--- src/rtl/cpu_seq_ctrl.sv ---
// Multi-cycle control sequencer for the 8-bit accumulator CPU.
// Owns the PC and IR load, and steps each instruction through FETCH/DECODE/EXEC/MEM/WB.
module cpu_seq_ctrl #(
    parameter int unsigned PC_W     = 8,
    parameter int unsigned START_PC = 0,
    parameter int unsigned CNT_W    = 16
) (
    input  logic             clk,
    input  logic             rst_n,
    input  logic             start_i,
    output logic [PC_W-1:0]  pc_o,
    output logic             ir_load_o,
    input  logic             dec_mem_read_i,
    input  logic             dec_mem_write_i,
    input  logic             dec_reg_write_i,
    input  logic             dec_branch_i,
    input  logic             dec_label_read_i,
    input  logic             dec_halt_i,
    input  logic             alu_zero_i,
    input  logic [PC_W-1:0]  label_target_i,
    output logic             mem_req_o,
    output logic             mem_we_o,
    input  logic             mem_ready_i,
    output logic             reg_we_o,
    output logic             busy_o,
    output logic             halted_o,
    output logic [CNT_W-1:0] retired_o
);

    localparam logic [PC_W-1:0]  START_PC_V = PC_W'(START_PC);
    localparam logic [CNT_W-1:0] CNT_MAX    = {CNT_W{1'b1}};

    typedef enum logic [2:0] {
        S_IDLE   = 3'd0,
        S_FETCH  = 3'd1,
        S_DECODE = 3'd2,
        S_EXEC   = 3'd3,
        S_MEM    = 3'd4,
        S_WB     = 3'd5,
        S_HALT   = 3'd6
    } state_e;

    state_e           state_q, state_d;
    logic [PC_W-1:0]  pc_q, pc_d;
    logic [CNT_W-1:0] retired_q, retired_d;
    logic             zero_q, zero_d;
    logic             ir_load_q, ir_load_d;
    logic             mem_req_q, mem_req_d;
    logic             mem_we_q, mem_we_d;
    logic             reg_we_q, reg_we_d;
    logic             busy_q, busy_d;
    logic             halted_q, halted_d;
    logic             launch_c;
    logic             retire_c;
    logic             zero_eff_c;
    logic             take_c;

    // State register
    always_ff @(posedge clk or negedge rst_n) begin
        if (!rst_n) begin
            state_q <= S_IDLE;
        end else begin
            state_q <= state_d;
        end
    end

    // Next-state logic; flags launch (start honoured) and retire (entry to FETCH after an instruction)
    always_comb begin
        state_d  = state_q;
        launch_c = 1'b0;
        retire_c = 1'b0;
        case (state_q)
            S_IDLE, S_HALT: begin
                if (start_i) begin
                    state_d  = S_FETCH;
                    launch_c = 1'b1;
                end
            end
            S_FETCH: begin
                state_d = S_DECODE;
            end
            S_DECODE: begin
                state_d = dec_halt_i ? S_HALT : S_EXEC;
            end
            S_EXEC: begin
                if (dec_mem_read_i || dec_mem_write_i) begin
                    state_d = S_MEM;
                end else if (dec_reg_write_i) begin
                    state_d = S_WB;
                end else begin
                    state_d  = S_FETCH;
                    retire_c = 1'b1;
                end
            end
            S_MEM: begin
                if (mem_ready_i) begin
                    if (dec_reg_write_i) begin
                        state_d = S_WB;
                    end else begin
                        state_d  = S_FETCH;
                        retire_c = 1'b1;
                    end
                end
            end
            S_WB: begin
                state_d  = S_FETCH;
                retire_c = 1'b1;
            end
            default: begin
                state_d = S_IDLE;
            end
        endcase
    end

    // PC, retired counter and captured zero flag; retiring straight out of EXEC uses the live flag
    always_comb begin
        pc_d       = pc_q;
        retired_d  = retired_q;
        zero_d     = zero_q;
        zero_eff_c = (state_q == S_EXEC) ? alu_zero_i : zero_q;
        take_c     = dec_label_read_i && (!dec_branch_i || zero_eff_c);
        if (state_q == S_EXEC) begin
            zero_d = alu_zero_i;
        end
        if (launch_c) begin
            pc_d      = START_PC_V;
            retired_d = '0;
        end else if (retire_c) begin
            pc_d = take_c ? label_target_i : pc_q + PC_W'(1);
            if (retired_q != CNT_MAX) begin
                retired_d = retired_q + CNT_W'(1);
            end
        end
    end

    // Output decode from the next state so every strobe is a flop aligned with its state
    always_comb begin
        ir_load_d = 1'b0;
        mem_req_d = 1'b0;
        mem_we_d  = 1'b0;
        reg_we_d  = 1'b0;
        busy_d    = 1'b0;
        halted_d  = 1'b0;
        case (state_d)
            S_FETCH: begin
                ir_load_d = 1'b1;
                busy_d    = 1'b1;
            end
            S_DECODE, S_EXEC: begin
                busy_d = 1'b1;
            end
            S_MEM: begin
                mem_req_d = 1'b1;
                mem_we_d  = dec_mem_write_i;
                busy_d    = 1'b1;
            end
            S_WB: begin
                reg_we_d = 1'b1;
                busy_d   = 1'b1;
            end
            S_HALT: begin
                halted_d = 1'b1;
            end
            default: begin
            end
        endcase
    end

    // Datapath and output registers
    always_ff @(posedge clk or negedge rst_n) begin
        if (!rst_n) begin
            pc_q      <= START_PC_V;
            retired_q <= '0;
            zero_q    <= 1'b0;
            ir_load_q <= 1'b0;
            mem_req_q <= 1'b0;
            mem_we_q  <= 1'b0;
            reg_we_q  <= 1'b0;
            busy_q    <= 1'b0;
            halted_q  <= 1'b0;
        end else begin
            pc_q      <= pc_d;
            retired_q <= retired_d;
            zero_q    <= zero_d;
            ir_load_q <= ir_load_d;
            mem_req_q <= mem_req_d;
            mem_we_q  <= mem_we_d;
            reg_we_q  <= reg_we_d;
            busy_q    <= busy_d;
            halted_q  <= halted_d;
        end
    end

    assign pc_o      = pc_q;
    assign retired_o = retired_q;
    assign ir_load_o = ir_load_q;
    assign mem_req_o = mem_req_q;
    assign mem_we_o  = mem_we_q;
    assign reg_we_o  = reg_we_q;
    assign busy_o    = busy_q;
    assign halted_o  = halted_q;

endmodule

--- config.mk ---
export PLATFORM = sky130hd
export DESIGN_NAME = cpu_seq_ctrl
export DESIGN_NICKNAME = d
export VERILOG_FILES = /design/src/rtl/cpu_seq_ctrl.sv
export SDC_FILE = /design/constraint.sdc
export NUM_CORES = 1
export LEC_CHECK = 0
export BUFFER_PORTS_ARGS = -buffer_cell sky130_fd_sc_hd__buf_2
export CAP_MARGIN = 20
export CORE_UTILIZATION = 59
export CTS_BUF_LIST = sky130_fd_sc_hd__clkbuf_4 sky130_fd_sc_hd__clkbuf_8
export CTS_CLUSTER_DIAMETER = 100
export DETAILED_ROUTE_END_ITERATION = 7
export GPL_TIMING_DRIVEN = 0
export PLACE_DENSITY_LB_ADDON = 0.05
export SLEW_MARGIN = 40
export SYNTH_ARGS = -nofsm -noshare
export SYNTH_HDL_FRONTEND = slang
export SYNTH_SLANG_ARGS = --single-unit
export TNS_END_PERCENT = 20
--- constraint.sdc ---
create_clock -name clk -period 3.5 [get_ports clk]
set_input_delay 0.7 -clock clk [delete_from_list [all_inputs] [get_ports clk]]
set_output_delay 0.7 -clock clk [all_outputs]
set_load 0.02 [all_outputs]
==> qor.yml <==
pwr:
  power_density_nw_per_um2: 646
  irDropWorstVdd_mv: 0.384
  power_leakage_nw: 1.10
sta:
  hold_violations: 0
  min_period_ns: 2.40
  rsz0062_at_grt: "no"
  slew_violations: 0
  tns_ns: 0
  fmaxAchievable_mhz: 417
  finalSetupViolCount: 0
  tightestPinTransition_ns: 0.560
  relSlewSlack_pct: 62.6
  skew_ns: 0.00810
  timing.final.crit_share_pct: 68.5
drt:
  antenna_left: 0
  route.detailed.wl_per_inst_um: 14.2
  routed_wl_um: 4350
  drt-vias-per-instance: 6.16
  drtIter0Drc: 99
  drc: 0
  drt-pass1-iter-count: 4
  via_count: 1884
logic_synthesis:
  async_reset_ff_share_pct: 100
  ys_seq_area_share_pct: 43.8
  synth_nets: 229
  netlist_instances: 208
  ys_warn_count: 0
  synth-edff-count: 0
  synth_ff_type: "dfrtp_1"
  synth.distinct_cells: 47
  synthesis.area_um2: 1940
  avgSynthCellArea_um2: 9.34
  ys_seq_elements: 34
clock_network:
  cts_setup_buffers: 0
  htreeDepth: 2
  cts_buffers: 5
  tritoncts: "done"
  root_buffer: "clkbuf_4"
  post_cts_resized: 0
  clkSlewWorstSetupHoldPaths_ns: 0.10
  clk_latency_ns: 0.34
  cts_sinks: 34
  cts_hold_buffers: 0
  clock_path_buffers: 2
floorplan:
  rows: 20
  core_um2: 3080
  initial_core_util_pct: 63.1
  ios: 49
  die_h_um: 59.4
  die_width_um: 59.4
  die-area_um2: 3520
placement:
  place_inst: 300
  dpl.hpwl_um: 3140
  port_buffers: 48
  place_congestion: 0.892
final_layout:
  stdcell_count: 306
  area_growth_pct: 18.0
  diodes: 0
  fillers: 244
  drive_gt1_share_pct: 25.6
  finalNetCount: 284
critical_path:
  worstSetupPathType: "reg2reg"
  ff2ff_path_depth: 7
  cp.arrival_ns: 2.66
  worst_setup_path_start_kind: "flip-flop"
  worstPathRequired_ns: 3.76
  endpoint_kind: "flip-flop"
  crit_fanout: 10
global_route:
  grt.overflow.total: 0
  grt_max_degree: 35
  grt_pass1_wl_um: 7120
  grt_antenna_before_repair: 0
  grt_pass1_vias: 1617
  track_usage_pct: 27.4
run_status:
  run_status: "finished clean"
hold_path:
  hp-class: "in2async"
flow_run:
  cap_violations: 0
==> logic make-up (layout without fill, tap and decap cells) <==
logic type,after synthesis,in the layout,synth area share (%)
adders and majority gates,2,2,1.29
AOI/OAI and AO/OA,54,54,19.2
and+or+nand+nor,85,85,25.8
DFF,34,34,43.8
muxes,9,9,4.70
xor gates and xnor gates,1,1,0.451
buffers and inverters,23,77,4.77
==> path summary, 6_finish.rpt <==
| kind | to | from | slack [ns] |
|---|---|---|---|
| worst max-delay path | retired_o[13] | state_q[1] | 1.10 |
| worst min-delay path | reg_we_o | rst_n | 0.28 |
| worst max register to register | retired_o[13] | state_q[1] | 1.10 |
| worst min register to register | zero_q | zero_q | 0.52 |
| max in group asynchronous | retired_o[12] | rst_n | 2.91 |
| min in group clk | zero_q | zero_q | 0.52 |
==> state kept, by name, summed over array words and instances (netlist names) <==
signal and cells:
pc_o 8, reg_we_o 1, mem_req_o 1, halted_o 1
busy_o 1, mem_we_o 1, retired_o 16, state_q 3
zero_q 1, ir_load_o 1
==> cell usage in the layout (no fill, tap or decap), types with 2 or more instances in the layout <==
cell type  instances
a21oi_1           10
a31oi_1            7
and3_1             7
buf_2             52
clkbuf_1           5
clkbuf_4           5
dfrtp_1           34
ha_1               2
inv_1             12
mux2i_1            8
nand2_1           12
nand2b_1           6
nand3_1            9
nand3b_1           2
nand4_1            5
nor2_1            15
nor2b_1            2
nor3_1             3
nor4_1             5
o21a_1             2
o21ai_0            2
o22ai_1            9
o31a_1             2
o31ai_1            9
or3_1              2
or4_1             11
==> stage by stage <==
stage,power [W],setup WS (ns),util [%],cell area (µm²),hold slack [ns]
after floorplan,0.00107,1.18,-,1940,0.404
after global placement,0.00125,0.834,72.7,2240,0.492
after detailed placement,0.00126,0.845,72.7,2240,0.499
after CTS,0.00148,1.15,74.3,2290,0.445
after global routing,0.00159,0.903,74.4,2290,0.317
final,0.00148,1.10,74.4,2290,0.284
==> worst max-delay path, cell delays in order (launching register included) <==
cell	delay [ns]
dfrtp_1	0.44
nand2b_1	0.26
o32ai_1	0.46
a311o_1	0.22
buf_2	0.23
clkbuf_1	0.40
o31ai_1	0.15
a21oi_1	0.14
==> final cells by class <==
type	count	area, µm²	share of cell area [%]
flip-flops and latches	34	851	37.1
plain buffers	10	43.8	1.91
multi-input cells	151	998	43.6
inverters	13	48.8	2.13
well taps	44	55.1	2.40
repair buffers	48	243	10.6
clock buffers	6	51.3	2.24
==> layer usage <==
| layer | GRT usage (%) | wire length [µm] | vias to the layer above |
|---|---|---|---|
| met2 | 41.7 | 2010 | 79 |
| met3 | 6.99 | 336 | 7 |
| met1 | 38.2 | 1950 | 894 |
| met4 | 8.50 | 45 | 0 |
| met5 | 0 | 0 | - |
| li1 | - | - | 904 |
==> synth_stat cells, drive strengths merged, types with 5 or more instances <==
| library cell | n | share of area [%] |
|---|---|---|
| nor4 | 6 | 2.3 |
| dfrtp | 34 | 44 |
| nor2 | 15 | 2.9 |
| nand4 | 6 | 2.7 |
| clkbuf | 5 | 0.97 |
| and3 | 7 | 2.3 |
| nand2 | 12 | 2.3 |
| inv | 12 | 2.3 |
| nand3 | 10 | 2.8 |
| a21oi | 10 | 2.6 |
| buf | 5 | 1.3 |
| mux2i | 8 | 4.1 |
| nand2b | 6 | 1.9 |
| or4 | 12 | 4.8 |
| o22ai | 9 | 2.9 |
| a31oi | 7 | 2.3 |
| o31ai | 9 | 3.5 |
==> power by group <==
part           switching [W]  leakage, nW  internal [W]
logic               0.000460        0.617      0.000246
clock network       0.000124       0.0302     0.0000905
registers          0.0000756        0.456      0.000484
Power figures use the tool's default switching activity.
